**config.mk**
```make
export PLATFORM = sky130hd
export DESIGN_NAME = pc_ctrl_flat
export DESIGN_NICKNAME = d
export VERILOG_FILES = /design/src/rtl/pc_ctrl_if.sv /design/src/rtl/pc_ctrl.sv /design/src/flat_wrapper.sv
export SDC_FILE = /design/constraint.sdc
export NUM_CORES = 1
export LEC_CHECK = 0
export ABC_AREA = 1
export CAP_MARGIN = 40
export CORE_ASPECT_RATIO = 1.5
export CORE_MARGIN = 1.5
export CORE_UTILIZATION = 30
export DETAILED_ROUTE_END_ITERATION = 8
export DONT_BUFFER_PORTS = 1
export PLACE_DENSITY_LB_ADDON = 0.12
export SYNTH_ARGS = -nofsm -noshare
export SYNTH_HDL_FRONTEND = slang
export SYNTH_SLANG_ARGS = --single-unit
export TNS_END_PERCENT = 5
```
**constraint.sdc**
```tcl
create_clock -name clk -period 1.8 [get_ports clk]
set_clock_uncertainty 0.15 [all_clocks]
set_input_delay 0.36 -clock clk [delete_from_list [all_inputs] [get_ports clk]]
set_output_delay 0.36 -clock clk [all_outputs]
set_load 0.02 [all_outputs]
```
**src/rtl/pc_ctrl_if.sv**
```systemverilog
// Pipeline-to-PC-controller signal bundle: redirect/hazard requests in,
// PC/IF-ID control and event counters out.
interface pc_ctrl_if #(
  parameter int unsigned CNT_W = 16
);
  logic             branch_taken;
  logic [31:0]      branch_target;
  logic             jump;
  logic [31:0]      jump_target;
  logic             load_use_hazard;
  logic             imem_ready;
  logic             PCWrite;
  logic             PCSrc;
  logic [31:0]      PCMux;
  logic             IFID_write;
  logic             IFID_flush;
  logic             IDEX_flush;
  logic [CNT_W-1:0] redirect_count;
  logic [CNT_W-1:0] stall_count;

  modport master (
    output branch_taken, branch_target, jump, jump_target,
           load_use_hazard, imem_ready,
    input  PCWrite, PCSrc, PCMux, IFID_write, IFID_flush, IDEX_flush,
           redirect_count, stall_count
  );

  modport slave (
    input  branch_taken, branch_target, jump, jump_target,
           load_use_hazard, imem_ready,
    output PCWrite, PCSrc, PCMux, IFID_write, IFID_flush, IDEX_flush,
           redirect_count, stall_count
  );
endinterface

```
**src/rtl/pc_ctrl.sv**
```systemverilog
// PC sequencing controller: boot hold-off, prioritised branch/jump/hazard
// handling, deferred redirects while imem is busy, and event counters.
module pc_ctrl #(
  parameter int unsigned CNT_W       = 16,
  parameter int unsigned BOOT_CYCLES = 2
) (
  input  logic      clk,
  input  logic      rst_n,
  pc_ctrl_if.slave  bus
);

  typedef enum logic [1:0] {
    S_BOOT,
    S_RUN,
    S_REDIR
  } state_e;

  localparam logic [3:0] BOOT_LAST = 4'(BOOT_CYCLES - 1);

  state_e           state_q, state_d;
  logic [3:0]       boot_cnt_q, boot_cnt_d;
  logic [31:0]      pend_target_q, pend_target_d;
  logic [CNT_W-1:0] redirect_count_q, redirect_count_d;
  logic [CNT_W-1:0] stall_count_q, stall_count_d;

  logic             pc_write;
  logic             pc_src;
  logic [31:0]      pc_mux;
  logic             ifid_write;
  logic             ifid_flush;
  logic             idex_flush;

  always_comb begin
    state_d       = state_q;
    boot_cnt_d    = boot_cnt_q;
    pend_target_d = pend_target_q;
    pc_write      = 1'b0;
    pc_src        = 1'b0;
    pc_mux        = '0;
    ifid_write    = 1'b1;
    ifid_flush    = 1'b0;
    idex_flush    = 1'b0;

    unique case (state_q)
      S_BOOT: begin
        ifid_write = 1'b0;
        if (boot_cnt_q == BOOT_LAST) begin
          state_d = S_RUN;
        end else begin
          boot_cnt_d = boot_cnt_q + 4'd1;
        end
      end

      S_RUN: begin
        if (bus.imem_ready) begin
          if (bus.branch_taken) begin
            pc_write   = 1'b1;
            pc_src     = 1'b1;
            pc_mux     = bus.branch_target;
            ifid_flush = 1'b1;
            idex_flush = 1'b1;
          end else if (bus.jump) begin
            pc_write   = 1'b1;
            pc_src     = 1'b1;
            pc_mux     = bus.jump_target;
            ifid_flush = 1'b1;
          end else if (bus.load_use_hazard) begin
            ifid_write = 1'b0;
            idex_flush = 1'b1;
          end else begin
            pc_write = 1'b1;
          end
        end else begin
          // Fetch blocked: squash now, remember the target, apply it later.
          ifid_write = 1'b0;
          if (bus.branch_taken) begin
            ifid_flush    = 1'b1;
            idex_flush    = 1'b1;
            pend_target_d = bus.branch_target;
            state_d       = S_REDIR;
          end else if (bus.jump) begin
            ifid_flush    = 1'b1;
            pend_target_d = bus.jump_target;
            state_d       = S_REDIR;
          end
        end
      end

      S_REDIR: begin
        if (bus.imem_ready) begin
          pc_write   = 1'b1;
          pc_src     = 1'b1;
          ifid_flush = 1'b1;
          state_d    = S_RUN;
          if (bus.branch_taken) begin
            pc_mux     = bus.branch_target;
            idex_flush = 1'b1;
          end else begin
            pc_mux = pend_target_q;
          end
        end else begin
          // An older (EX) branch supersedes the pending target; jumps are younger.
          ifid_write = 1'b0;
          if (bus.branch_taken) begin
            pend_target_d = bus.branch_target;
            ifid_flush    = 1'b1;
            idex_flush    = 1'b1;
          end
        end
      end

      default: begin
        state_d = S_BOOT;
      end
    endcase

    redirect_count_d = redirect_count_q;
    if (pc_write && pc_src) begin
      redirect_count_d = redirect_count_q + CNT_W'(1);
    end

    stall_count_d = stall_count_q;
    if ((state_q != S_BOOT) && !pc_write && (stall_count_q != '1)) begin
      stall_count_d = stall_count_q + CNT_W'(1);
    end
  end

  always_ff @(posedge clk or negedge rst_n) begin
    if (!rst_n) begin
      state_q          <= S_BOOT;
      boot_cnt_q       <= '0;
      pend_target_q    <= '0;
      redirect_count_q <= '0;
      stall_count_q    <= '0;
    end else begin
      state_q          <= state_d;
      boot_cnt_q       <= boot_cnt_d;
      pend_target_q    <= pend_target_d;
      redirect_count_q <= redirect_count_d;
      stall_count_q    <= stall_count_d;
    end
  end

  assign bus.PCWrite        = pc_write;
  assign bus.PCSrc          = pc_src;
  assign bus.PCMux          = pc_mux;
  assign bus.IFID_write     = ifid_write;
  assign bus.IFID_flush     = ifid_flush;
  assign bus.IDEX_flush     = idex_flush;
  assign bus.redirect_count = redirect_count_q;
  assign bus.stall_count    = stall_count_q;

endmodule

```
**src/flat_wrapper.sv**
```systemverilog
// flat-port wrapper written by rule: the top's interface ports become plain ports
module pc_ctrl_flat 
#(
  parameter int unsigned CNT_W       = 16,
  parameter int unsigned BOOT_CYCLES = 2
)
  (clk, rst_n, bus_branch_taken, bus_branch_target, bus_jump, bus_jump_target, bus_load_use_hazard, bus_imem_ready, bus_PCWrite, bus_PCSrc, bus_PCMux, bus_IFID_write, bus_IFID_flush, bus_IDEX_flush, bus_redirect_count, bus_stall_count);
  pc_ctrl_if #(.CNT_W(CNT_W)) bus_i ();
  input  logic clk;
  input  logic rst_n;
  input wire logic [$bits(bus_i.branch_taken)-1:0] bus_branch_taken;
  input wire logic [$bits(bus_i.branch_target)-1:0] bus_branch_target;
  input wire logic [$bits(bus_i.jump)-1:0] bus_jump;
  input wire logic [$bits(bus_i.jump_target)-1:0] bus_jump_target;
  input wire logic [$bits(bus_i.load_use_hazard)-1:0] bus_load_use_hazard;
  input wire logic [$bits(bus_i.imem_ready)-1:0] bus_imem_ready;
  output wire logic [$bits(bus_i.PCWrite)-1:0] bus_PCWrite;
  output wire logic [$bits(bus_i.PCSrc)-1:0] bus_PCSrc;
  output wire logic [$bits(bus_i.PCMux)-1:0] bus_PCMux;
  output wire logic [$bits(bus_i.IFID_write)-1:0] bus_IFID_write;
  output wire logic [$bits(bus_i.IFID_flush)-1:0] bus_IFID_flush;
  output wire logic [$bits(bus_i.IDEX_flush)-1:0] bus_IDEX_flush;
  output wire logic [$bits(bus_i.redirect_count)-1:0] bus_redirect_count;
  output wire logic [$bits(bus_i.stall_count)-1:0] bus_stall_count;
  assign bus_i.branch_taken = bus_branch_taken;
  assign bus_i.branch_target = bus_branch_target;
  assign bus_i.jump = bus_jump;
  assign bus_i.jump_target = bus_jump_target;
  assign bus_i.load_use_hazard = bus_load_use_hazard;
  assign bus_i.imem_ready = bus_imem_ready;
  assign bus_PCWrite = bus_i.PCWrite;
  assign bus_PCSrc = bus_i.PCSrc;
  assign bus_PCMux = bus_i.PCMux;
  assign bus_IFID_write = bus_i.IFID_write;
  assign bus_IFID_flush = bus_i.IFID_flush;
  assign bus_IDEX_flush = bus_i.IDEX_flush;
  assign bus_redirect_count = bus_i.redirect_count;
  assign bus_stall_count = bus_i.stall_count;
  pc_ctrl #(.CNT_W(CNT_W), .BOOT_CYCLES(BOOT_CYCLES)) u_core (.clk(clk), .rst_n(rst_n), .bus(bus_i));
endmodule
```
==> flow_metrics.tcl, run 1 <==
set metrics [dict create \
    seqPwrFrac_pct 24.1 \
    vdd.ir_drop.worst_mv 0.734 \
    cts_buffers 9 \
    final_nets 848 \
    period_needed_ns 2.27 \
    fill_cells 1607 \
    violations "negative hold slack, negative setup slack" \
    grt_max_degree 71 \
    power.share.clock_pct 19.4 \
    place_area_mm2 0.00614 \
    tightest_slew_ns 0.403 \
    drcViolationCount 0 \
    status "finished with violations" \
    layout-drive-gt1-share_pct 23.3 \
    yosysWarnings 0 \
    rows 57 \
    syn_nets 806 \
    worstHoldPathType "input pin to asynchronous set/reset pin" \
    switchingPower_w 0.00421 \
    p_int_w 0.00536 \
    die_area_mm2 0.0174 \
    fin_util_pct 40.9 \
    maxCapViolations 0 \
    muxShareOfSynthArea_pct 0 \
    hold_viol_final 70 \
    grt.total_usage_pct 17.1 \
    n_antenna_cell 0 \
    synth_area_mm2 0.00498 \
    ctsHtreeMaxLevel 3 \
    ys_ff_latch 70 \
    first_pass_iters 4 \
    synth_compound_area_share_pct 17.4 \
    worstPathRequired_ns 1.29 \
    drtIter0Drc 204 \
    postLayoutCellArea_mm2 0.00663 \
    antenna_found_initial 0 \
    slew_headroom_pct 72.9 \
    via_count 4748 \
    clock_sinks 70 \
    arrival_ns 1.76 \
    insertion_delay_ns 0.33 \
    finalMaxSlewViolations 0 \
    dp_hpwl_mm 10.7 \
    rsz0062_at_grt "true" \
    fin_crit_sh_pct 126 \
    seqCellArea_mm2 0.00175 \
    power_density_mw_per_mm2 1440 \
    io_pins 139 \
    setup_viol 86 \
    power_w 0.00957 \
    routed_via_density 4.84 \
    fp.dieH_um 161 \
    start_kind "register" \
    grt_pass1_vias 4909 \
    critical_path.max_fanout 11 \
    synthToLayoutAreaGrowth_pct 33.1 \
    synth-simple-area-share_pct 33.1 \
    wl_per_cell_um 14.6 \
    synth_cell_types 31 \
    worst_slack_ns -0.474 \
    antenna_left 0 \
    drt-total-wl_mm 14.3 \
    synth_area_per_cell_um2 6.84 \
    grt-ovfl-total 0 \
    grt_pass1_wl_mm 23.6 \
    swShare_pct 44.0 \
    core_mm2 0.0162 \
    start_util_pct 30.8 \
    cts_tree "done" \
    yosys.area_share.adder_pct 2.01 \
    die_x_um 108 \
    seq_area_frac_synth_pct 35.2 \
    synth_top_family_by_area "simple AND/OR/NAND/NOR gates" \
    path_clk_slew_ns 0.06 \
    layout_commonest_cell "nand2_1" \
    crit_type "register to output port" \
    cts-root-buf "clkbuf_16" \
    place.gp.congestion 0.879 \
    netlist_instances 728 \
    r2r_cells 9 \
    dpl_worst_slack_ns -0.214 \
    hold_ws_ns -0.430 \
    portBuffers 0 \
    most-common-layout-cells "nand2_1, dfrtp_1, inv_1, buf_4" \
    multi_input_area_mm2 0.00337 \
    yosys.area_share.xor_xnor_pct 4.04 \
    clockBufferDepth 2 \
    max_freq_ghz 0.440 \
    setup.worst_path.end_class "output port" \
    combPwrFrac_pct 56.5 \
    cellLeakagePower_nw 2.88 \
]
[logic make-up (layout without fill, tap and decap cells)]
family,count (synthesis),after routing
and+or+nand+nor,389,389
AOI/OAI and AO/OA,141,141
buffers and inverters,97,143
DFF,70,70
xor gates and xnor gates,23,23
adders and majority gates,8,8
[per-layer routing]
layer  part of all wire (%)  wire length, um  global-route usage [%]
met3                    4.7              666                    3.81
met1                     40             5680                    18.3
met4                    1.7              240                    5.74
met5                      0                0                       0
met2                     54             7710                    32.2
[synthesized netlist by cell type]
| library cell | number | share of area, % |
|---|---|---|
| clkbuf_1 | 14 | 1.1 |
| nand3_2 | 1 | 0.20 |
| buf_2 | 13 | 1.3 |
| nand4_1 | 5 | 0.63 |
| clkbuf_8 | 1 | 0.28 |
| buf_6 | 2 | 0.45 |
| buf_1 | 3 | 0.23 |
| nor2_2 | 1 | 0.13 |
| or2_2 | 5 | 0.63 |
| xor2_1 | 10 | 1.8 |
| o21a_1 | 31 | 4.7 |
| o211ai_1 | 33 | 5.0 |
| nand2_1 | 289 | 22 |
| clkinv_1 | 2 | 0.15 |
| nand3_4 | 1 | 0.35 |
| or2_1 | 28 | 3.5 |
| nor3_1 | 3 | 0.30 |
| a21oi_1 | 36 | 3.6 |
| inv_1 | 59 | 4.4 |
| o21ai_1 | 5 | 0.50 |
| nand2_2 | 3 | 0.38 |
| nand3_1 | 15 | 1.5 |
| dfrtp_1 | 70 | 35 |
| nor2_4 | 4 | 0.90 |
| o21ai_0 | 36 | 3.6 |
| inv_2 | 1 | 0.075 |
| xnor2_1 | 13 | 2.3 |
| buf_4 | 2 | 0.30 |
| ha_1 | 8 | 2.0 |
| nand3b_1 | 3 | 0.45 |
| nor2_1 | 31 | 2.3 |
[cell type report]
type	count	share of cell area [%]
inverters	62	3.89
well taps	206	3.89
clock buffers	12	4.02
clock inverters	3	0.642
repair buffers	66	10.3
multi-input cells	561	50.8
flip-flops and latches	70	26.5
[power by group through the flow]
stage                     sequential (W)  combinational [W]  clock, W
after global routing             0.00237            0.00597   0.00200
after CTS                        0.00231            0.00540   0.00193
after detailed placement         0.00233            0.00520         0
after floorplan                  0.00243            0.00370         0
final                            0.00231            0.00541   0.00185
after global placement           0.00232            0.00515         0
[worst max-delay path, stage by stage, from the launching register on]
cell     delay [ns]
dfrtp_2        0.40
buf_4          0.14
ha_4           0.16
nand2_8        0.10
buf_12         0.15
or2_1          0.24
a21oi_4        0.24
[stage by stage]
stage / hold slack [ns] / setup TNS [ns] / cells
finish: -0.430 / -20.48 / 980
floorplan: -0.0856 / -1.76 / 728
global route: -0.452 / -30.60 / 980
CTS: -0.450 / -20.99 / 978
detailed placement: -0.0832 / -14.58 / 963
global placement: -0.0835 / -13.70 / 963
[sequential cells by signal, summed over array words and instances, names as in the netlist]
name,count
u_core.state_q,2
u_core.pend_target_q,32
u_core.boot_cnt_q,4
u_core.bus.redirect_count,16
u_core.bus.stall_count,16
[what timing repair did]
action	CTS	global route
gates resized for setup	36	19
setup buffers	0	2
setup endpoints to repair	102	102
hold endpoints to repair	70	70
pin swaps	32	26
[path summary, 6_finish.rpt]
| path | startpoint | to | slack [ns] |
|---|---|---|---|
| max | u_core.state_q[1]$_DFFE_PN0P_ | bus_PCMux[26] | -0.47 |
| min | rst_n | u_core.bus.stall_count[7]$_DFFE_PN0P_ | -0.43 |
| max reg2reg | u_core.state_q[1]$_DFFE_PN0P_ | u_core.pend_target_q[2]$_DFFE_PN0P_ | -0.13 |
| min reg2reg | u_core.boot_cnt_q[3]$_DFFE_PN0N_ | u_core.boot_cnt_q[3]$_DFFE_PN0N_ | 0.33 |
| max in group asynchronous | rst_n | u_core.pend_target_q[0]$_DFFE_PN0P_ | 1.81 |
| min in group clk | bus_jump_target[30] | u_core.pend_target_q[30]$_DFFE_PN0P_ | 0.16 |
Note: power is estimated with default switching activity, not from simulation.
==> inputs of run 2 (changes only) <==
CORE_UTILIZATION = 48   (was 30)
==> flow_metrics.tcl, run 2 (synthesized netlist as in run 1, its figures left out) <==
set metrics [dict create \
    status "finished with violations" \
    violations "negative hold slack, negative setup slack" \
    drt-total-wl_mm 13.4 \
    place.gp.congestion 0.833 \
    critPathSlowestCell "dfrtp_2" \
    worstPathRequired_ns 1.29 \
    fin_crit_sh_pct 127 \
    layout-drive-gt1-share_pct 22.7 \
    portBuffers 0 \
    clock_sinks 70 \
    core_mm2 0.0101 \
    arrival_ns 1.77 \
    slew_headroom_pct 73.7 \
    most-common-layout-cells "nand2_1, dfrtp_1, inv_1, buf_4" \
    start_util_pct 49.1 \
    grt_max_degree 71 \
    cts-root-buf "clkbuf_16" \
    worst_slack_ns -0.478 \
    synthToLayoutAreaGrowth_pct 30.0 \
    cellLeakagePower_nw 2.86 \
    seqCellArea_mm2 0.00175 \
    grt_pass1_vias 4770 \
    routed_via_density 5.54 \
    worstHoldPathType "input pin to asynchronous set/reset pin" \
    crit_type "register to output port" \
    crit_chain "inv_4 > ha_4 > nand2_8 > buf_12 > or2_4 > a21oi_4" \
    cpLargestDelayFamily "flip-flops" \
    wl_per_cell_um 15.0 \
    die_x_um 86.2 \
    drtIter0Drc 146 \
    dp_hpwl_mm 9.39 \
    fill_cells 911 \
    finalMaxSlewViolations 0 \
    grt-ovfl-total 0 \
    drcViolationCount 0 \
    start_kind "register" \
    cts_buffers 9 \
    grt.total_usage_pct 24.5 \
    insertion_delay_ns 0.33 \
    path_clk_slew_ns 0.06 \
    period_needed_ns 2.28 \
    io_pins 139 \
    antenna_left 0 \
    hold_ws_ns -0.427 \
    regMostFlops "u_core.pend_target_q" \
    setup_viol 55 \
    vdd.ir_drop.worst_mv 1.45 \
    final_nets 845 \
    rsz0062_at_grt "true" \
    critical_path.max_fanout 13 \
    via_count 4921 \
    layout_commonest_cell "nand2_1" \
    ctsHtreeMaxLevel 3 \
    cp_slowest_stage_delay_ns 0.45 \
    tightest_slew_ns 0.392 \
    cp_num_buf_inv 2 \
    n_antenna_cell 0 \
    power_density_mw_per_mm2 1480 \
    hold_viol_final 70 \
    maxCapViolations 0 \
    fin_util_pct 63.9 \
    setup.worst_path.end_class "output port" \
    antenna_found_initial 0 \
    multi_input_area_mm2 0.00336 \
    grt_pass1_wl_mm 21.4 \
    max_freq_ghz 0.439 \
    clockBufferDepth 2 \
    fp.dieH_um 128 \
    tns_ns -17.14 \
    largest_reg_flops 32 \
    die_area_mm2 0.0110 \
    first_pass_iters 5 \
    rows 45 \
    cts_tree "done" \
]
## run 2: cell count changes in the layout (fill, tap and decap cells not counted), sizes merged
cell	previous run	this run
clkinvlp	1	2
inv	60	61
buf	66	61
## run 2: power breakdown
| part | total, W | leakage (nW) | internal [W] | switching [W] |
|---|---|---|---|---|
| Combinational | 0.00552 | 1.81 | 0.00219 | 0.00332 |
| Sequential | 0.00231 | 0.904 | 0.00208 | 0.000228 |
| Clock | 0.00178 | 0.141 | 0.00110 | 0.000680 |
| Total | 0.00961 | 2.86 | 0.00538 | 0.00423 |
## run 2: through the flow
step | cell area [um^2] | power [W] | setup slack [ns] | std cells
after global routing | 6480 | 0.0103 | -0.517 | 888
final | 6480 | 0.00961 | -0.478 | 888
after floorplan | 5500 | 0.00612 | -0.0571 | 728
after CTS | 6310 | 0.00944 | -0.464 | 884
after detailed placement | 5950 | 0.00747 | -0.170 | 867
after global placement | 5950 | 0.00734 | -0.135 | 867
## run 2: final cells by class
class / instances / share of cell area, %
inverter: 62 / 3.98
clock buffer: 10 / 3.69
clock inverter: 5 / 0.908
multi-input combinational: 561 / 52.0
tap: 117 / 2.26
sequential: 70 / 27.1
timing repair buffer: 63 / 10.1
## run 2: what timing repair did
item | 4_1_cts | 5_1_grt
resized for setup | 20 | 31
pin swaps | 22 | 23
endpoints found under the setup margin | 92 | 101
hold endpoints to repair | 70 | 70
cloned | 0 | 2
setup buffers | 2 | 2
## run 2: routing by layer
metal	part of all wire, %	vias to the layer above	wire length (um)	track usage, %
met2	55	133	7350	44.9
met4	2.0	0	271	8.73
met1	39	2346	5200	27.5
met3	4.0	24	538	5.22
li1	-	2418	-	-
met5	0	-	0	0
## run 2: worst reg2reg max path, cell delays in order, from the launching register on
cell	delay (ns)
dfrtp_1	0.41
buf_4	0.16
ha_4	0.18
nand2_8	0.10
buf_4	0.14
nand3_2	0.10
nand2_2	0.14
nand2_2	0.08
nor2_4	0.10
buf_12	0.15
nand2_1	0.06
nand2_1	0.05
## run 2: path summary, 6_finish.rpt
kind,startpoint,end,slack [ns],cells past startpoint
max in group asynchronous,rst_n,u_core.bus.redirect_count[5]$_DFFE_PN0P_,1.73,0
setup / recovery,u_core.state_q[0]$_DFFE_PN0P_,bus_PCMux[21],-0.48,6
hold reg to reg,u_core.boot_cnt_q[3]$_DFFE_PN0N_,u_core.boot_cnt_q[3]$_DFFE_PN0N_,0.33,1
hold / removal,rst_n,u_core.bus.stall_count[7]$_DFFE_PN0P_,-0.43,0
setup reg to reg,u_core.state_q[1]$_DFFE_PN0P_,u_core.bus.stall_count[2]$_DFFE_PN0P_,-0.07,11
min in group clk,bus_jump_target[18],u_core.pend_target_q[18]$_DFFE_PN0P_,0.17,4
